<file path="src/rtl/tube_issue.sv">
`timescale 1ns/1ps
// tube_issue
// Issue/writeback scheduler in front of the fast and slow execution tubes.
// It takes one op per cycle over valid/ready and steers it to the fast tube
// (latency FAST_LAT) or the slow tube (latency SLOW_LAT). When the op issues,
// the scheduler reserves the one register-file writeback slot for the cycle
// in which that op's result appears. It then replays {valid, sel, tag} in
// that cycle so the tube output can be written back.
//
// Ports
//   clk, rst                 clock; synchronous active-low reset
//   req_valid/req_ready      upstream op handshake
//   req_slow                 1 = slow tube, 0 = fast tube
//   req_data1/2, req_tag     operands and destination tag
//   fast_valid/slow_valid    in_valid strobes to the tubes
//   issue_data1/2            shared operand buses (pass-through)
//   wb_valid/wb_sel/wb_tag   writeback for the result on a tube output this cycle
//   busy                     some accepted op has not yet written back
module tube_issue #(
    parameter int unsigned REG_WIDTH = 32,
    parameter int unsigned TAG_WIDTH = 5,
    parameter int unsigned FAST_LAT  = 1,
    parameter int unsigned SLOW_LAT  = 4
) (
    input  logic                 clk,
    input  logic                 rst,
    input  logic                 req_valid,
    output logic                 req_ready,
    input  logic                 req_slow,
    input  logic [REG_WIDTH-1:0] req_data1,
    input  logic [REG_WIDTH-1:0] req_data2,
    input  logic [TAG_WIDTH-1:0] req_tag,
    output logic                 fast_valid,
    output logic                 slow_valid,
    output logic [REG_WIDTH-1:0] issue_data1,
    output logic [REG_WIDTH-1:0] issue_data2,
    output logic                 wb_valid,
    output logic                 wb_sel,
    output logic [TAG_WIDTH-1:0] wb_tag,
    output logic                 busy
);

    // Entry k describes the writeback in cycle t+k. Entry 0 is the current
    // cycle and drives wb_* directly from flops. The slot for t+SLOW_LAT lies
    // past the end of the pipeline. Nothing has a longer latency, so that slot
    // is always free, and a slow op can be blocked only by reset.
    logic [SLOW_LAT-1:0]  pv_q, pv_d;
    logic [SLOW_LAT-1:0]  ps_q, ps_d;
    logic [TAG_WIDTH-1:0] pt_q [SLOW_LAT];
    logic [TAG_WIDTH-1:0] pt_d [SLOW_LAT];
    logic                 accept;

    assign req_ready   = rst & (req_slow | ~pv_q[FAST_LAT]);
    assign accept      = req_valid & req_ready;
    assign fast_valid  = accept & ~req_slow;
    assign slow_valid  = accept & req_slow;
    assign issue_data1 = req_data1;
    assign issue_data2 = req_data2;

    assign wb_valid = pv_q[0];
    assign wb_sel   = ps_q[0];
    assign wb_tag   = pt_q[0];
    assign busy     = |pv_q;

    always_comb begin
        pv_d = pv_q >> 1;
        ps_d = ps_q >> 1;
        for (int i = 0; i < SLOW_LAT - 1; i++) begin
            pt_d[i] = pt_q[i+1];
        end
        pt_d[SLOW_LAT-1] = '0;
        // The accepted op lands in slot t+L. After the shift, that slot's
        // index is L-1.
        if (accept) begin
            if (req_slow) begin
                pv_d[SLOW_LAT-1] = 1'b1;
                ps_d[SLOW_LAT-1] = 1'b1;
                pt_d[SLOW_LAT-1] = req_tag;
            end else begin
                pv_d[FAST_LAT-1] = 1'b1;
                ps_d[FAST_LAT-1] = 1'b0;
                pt_d[FAST_LAT-1] = req_tag;
            end
        end
    end

    always_ff @(posedge clk) begin
        if (!rst) begin
            pv_q <= '0;
            ps_q <= '0;
            for (int i = 0; i < SLOW_LAT; i++) begin
                pt_q[i] <= '0;
            end
        end else begin
            pv_q <= pv_d;
            ps_q <= ps_d;
            for (int i = 0; i < SLOW_LAT; i++) begin
                pt_q[i] <= pt_d[i];
            end
        end
    end

endmodule

</file>
<file path="config.mk">
export PLATFORM = sky130hd
export DESIGN_NAME = tube_issue
export DESIGN_NICKNAME = d
export VERILOG_FILES = /design/src/rtl/tube_issue.sv
export SDC_FILE = /design/constraint.sdc
export NUM_CORES = 1
export LEC_CHECK = 0
export CORE_AREA = 4 4 72 74
export DETAILED_ROUTE_END_ITERATION = 8
export DIE_AREA = 0 0 76 78
export GPL_TIMING_DRIVEN = 0
export PLACE_DENSITY_LB_ADDON = 0.15
export SLEW_MARGIN = 10
export SYNTH_ARGS = -nofsm -noshare
export SYNTH_HDL_FRONTEND = slang
export SYNTH_SLANG_ARGS = --single-unit
</file>
<file path="constraint.sdc">
create_clock -name clk -period 2.8 [get_ports clk]
set_input_delay 0.56 -clock clk [delete_from_list [all_inputs] [get_ports clk]]
set_output_delay 0.56 -clock clk [all_outputs]
set_load 0.005 [all_outputs]
</file>
==> results of run 1 <==
## synth_stat cells
| cell | count |
|---|---|
| sky130_fd_sc_hd__a21boi_0 | 1 |
| sky130_fd_sc_hd__and2_1 | 17 |
| sky130_fd_sc_hd__and2_2 | 2 |
| sky130_fd_sc_hd__and3_1 | 2 |
| sky130_fd_sc_hd__buf_2 | 2 |
| sky130_fd_sc_hd__buf_4 | 64 |
| sky130_fd_sc_hd__clkbuf_1 | 1 |
| sky130_fd_sc_hd__dfxtp_1 | 25 |
| sky130_fd_sc_hd__inv_1 | 1 |
| sky130_fd_sc_hd__mux2i_1 | 5 |
| sky130_fd_sc_hd__nand2_1 | 10 |
| sky130_fd_sc_hd__nor2b_1 | 1 |
| sky130_fd_sc_hd__nor3b_4 | 1 |
| sky130_fd_sc_hd__o21a_1 | 1 |
| sky130_fd_sc_hd__or4_1 | 1 |
## power groups by stage
stage	clock network, mW	logic, mW	registers, mW
after global routing	0.237	0.236	0.366
after global placement	0	0.220	0.374
final	0.208	0.218	0.365
after detailed placement	0	0.220	0.374
after floorplan	0	0.0936	0.374
after CTS	0.218	0.222	0.366
## final timing paths
path | from | end | slack, ns | depth (start not counted)
worst max-delay path | req_slow | slow_valid | 0.22 | 3
worst min-delay path | pt_q[2][2]$_SDFF_PN0_ | pt_q[1][2]$_SDFF_PN0_ | 0.44 | 1
worst max register to register | pv_q[1]$_SDFF_PN0_ | pt_q[0][1]$_SDFF_PN0_ | 1.75 | 3
worst min register to register | pt_q[2][2]$_SDFF_PN0_ | pt_q[1][2]$_SDFF_PN0_ | 0.44 | 1
## registers in the layout, indices dropped and copies added (netlist names)
register / flops
ps_q: 1
pv_q: 4
pt_q: 20
## final cells by class
cell class              count  area (um2)  area share
repair buffers             83         828       0.375
clock inverters             1        5.00     0.00227
inverters                   1        3.75     0.00170
plain buffers              67         494       0.224
well taps                  54        67.6      0.0306
flip-flops and latches     25         500       0.227
clock buffers               3        41.3      0.0187
multi-input cells          41         269       0.122
## cells by family (layout without fill, tap and decap cells)
family                 Yosys count  count (layout)
buffers and inverters           68             155
flip-flops                      25              25
AND/OR/NAND/NOR                 34              34
multiplexers                     5               5
AO/OA/AOI/OAI                    2               2
## critical path, stage by stage
cell and delay, ns:
sky130_fd_sc_hd__clkdlybuf4s50_1 0.57, sky130_fd_sc_hd__and3_1 0.34, sky130_fd_sc_hd__clkdlybuf4s50_1 0.55
## placed cells by master, fill, tap and decap left out, drive strengths merged
cell type	n
a21boi	1
buf	67
or4	1
clkbuf	4
inv	1
o21a	1
nor3b	1
dfxtp	25
nor2b	1
clkinv	1
mux2i	5
clkdlybuf4s50	82
and3	2
nand2	10
and2	19
## routing by layer
| layer | part of all wire | vias to the layer above | track usage |
|---|---|---|---|
| met5 | 0 | - | 0 |
| met4 | 0.013 | 0 | 0.0427 |
| met3 | 0.16 | 5 | 0.0592 |
| met2 | 0.49 | 89 | 0.169 |
| met1 | 0.34 | 443 | 0.118 |
| li1 | - | 523 | - |
## metrics by stage
step / power (mW) / cell area (um2)
3_5_place_dp: 0.594 / 2160
2_1_floorplan: 0.468 / 1270
6_report: 0.791 / 2210
3_3_place_gp: 0.594 / 2160
4_1_cts: 0.805 / 2210
5_1_grt: 0.839 / 2210
## repair_timing
| item | 4_1_cts | 5_1_grt |
|---|---|---|
| buffers inserted | 1 | 0 |
| setup endpoints to repair | 1 | 0 |
| resized for setup | 0 | 0 |
==> reports/qor.tcl, run 1 <==
set qor(worstSetupStartpointType) {input pin}
set qor(preCtsSetupSlack_ns) -0.00541
set qor(dp.final_hpwl_um) 2850
set qor(first_global_vias) 1123
set qor(grt_use_total) 0.107
set qor(cap_viol_max_count) 0
set qor(switchingPower_uw) 165
set qor(synth-compound-area-share) 0.0118
set qor(final_critical_path_setup_slack_ns) 0.216
set qor(clkSlewWorstSetupHoldPaths_ns) 0.08
set qor(run_status) {finished clean}
set qor(insertedDiodeCount) 0
set qor(routed_wl_um) 3290
set qor(max_slew.worst_pin.slew_ns) 0.306
set qor(critPathCaptureType) {output port}
set qor(drtAntennaViolNets) 0
set qor(tritoncts.num_buffers) 3
set qor(post_synth_xor_area_fraction) 0
set qor(final_hold_viol_count) 0
set qor(finClkSkew_ns) 0.00531
set qor(peak_vdd_ir_v) 0.000177
set qor(grt_first_pass_wirelength_um) 5110
set qor(yosys-top-cells-area) {sky130_fd_sc_hd__dfxtp_1 (39%), sky130_fd_sc_hd__buf_4 (38%), sky130_fd_sc_hd__and2_1 (8.4%), sky130_fd_sc_hd__mux2i_1 (3.9%), sky130_fd_sc_hd__nand2_1 (3.0%)}
set qor(power_leakage_nw) 0.991
set qor(worst-endpoint-required_ns) 2.24
set qor(drt_drc_violations_left) 0
set qor(power_density_mw_per_mm2) 358
set qor(die_h_um) 78
set qor(cts.sinks) 25
set qor(post_synth_instance_area_mm2) 0.00127
set qor(finalSetupViolations) 0
set qor(detailedRoute.firstIterationViolations) 45
set qor(synth-seq-cells) 25
set qor(synthesis.yosys.warnings) 0
set qor(vias) 1060
set qor(drtPass1Iterations) 2
set qor(clock_path_buffers) 2
set qor(path_class) {in -> out}
set qor(placed_cells) 270
set qor(post-synth-top-area-fraction) 0.395
set qor(drt-vias-per-instance) 3.85
set qor(initial_antenna_violation_count) 0
set qor(area_delta_synth_final_pct) 74.3
set qor(maxClockFrequency_mhz) 387
set qor(p_comb_frac) 0.275
set qor(finalSetupTns_ns) 0
set qor(final-instance-count-excl-fill) 275
set qor(synth_fa_ha_area_frac) 0
set qor(finalWorstPathRequiredPeriod_ns) 2.58
set qor(timing.final.crit_share) 0.923
set qor(route.detailed.wl_per_inst_um) 11.9
set qor(clock_network_fraction_of_total_power) 0.263
set qor(fp.dieW_um) 76
set qor(htree_levels) 1
set qor(initial_utilization) 0.276
set qor(hold_slack_ns) 0.438
set qor(io-pin-count) 148
set qor(layout.nets) 295
set qor(fillers) 448
set qor(number_of_hold_buffers_added_after_cts) 0
set qor(internal_power_uw) 626
set qor(worst_hold_path_type) {reg -> reg}
set qor(synth_top_family_by_area) {buffers and inverters}
set qor(synth_simple_gate_area_share) 0.161
set qor(dieArea_mm2) 0.00593
set qor(final_core_util) 0.481
set qor(cts_root_buf) {sky130_fd_sc_hd__clkbuf_8}
set qor(synth_nets) 207
set qor(row_count) 25
set qor(number_of_instances_in_the_synthesized_netlist) 134
set qor(rsz_0062_raised_after_global_routing) {false}
set qor(drive_above_1_share) 0.335
set qor(postSynthAreaPerCell_um2) 9.46
set qor(netSwitchingFraction) 0.208
set qor(slew_headroom) 0.796
set qor(floorplan.core_area_mm2) 0.00460
set qor(gp_congestion) 0.671
set qor(pwr-share-seq) 0.462
set qor(buffer_ports.inserted) 82
set qor(cts_tree) {built}
set qor(sequential_share_of_the_synthesized_area) 0.395
set qor(unique_cell_type_count_in_the_yosys_netlist) 15
set qor(synth_largest_area_cell) {sky130_fd_sc_hd__dfxtp_1}
set qor(finalMaxSlewViolations) 0
set qor(grt_max_degree) 15
set qor(yosys-mux-area-fraction) 0.0395
set qor(gr-total-overflow) 0
set qor(timing.critical_path.arrival_ns) 2.02
set qor(clkLatencyLatePin_ns) 0.27
set qor(cp_max_fo) 6
Power figures use the tool's default switching activity.
==> run 2: changes to the inputs <==
--- a/config.mk
+++ b/config.mk
@@ -10,7 +10,7 @@
 export DIE_AREA = 0 0 76 78
 export GPL_TIMING_DRIVEN = 0
 export PLACE_DENSITY_LB_ADDON = 0.15
-export SLEW_MARGIN = 10
+export SLEW_MARGIN = 40
 export SYNTH_ARGS = -nofsm -noshare
 export SYNTH_HDL_FRONTEND = slang
 export SYNTH_SLANG_ARGS = --single-unit
==> results of run 2 <==
The final DEF is identical to that of run 1; final timing and power are the same.
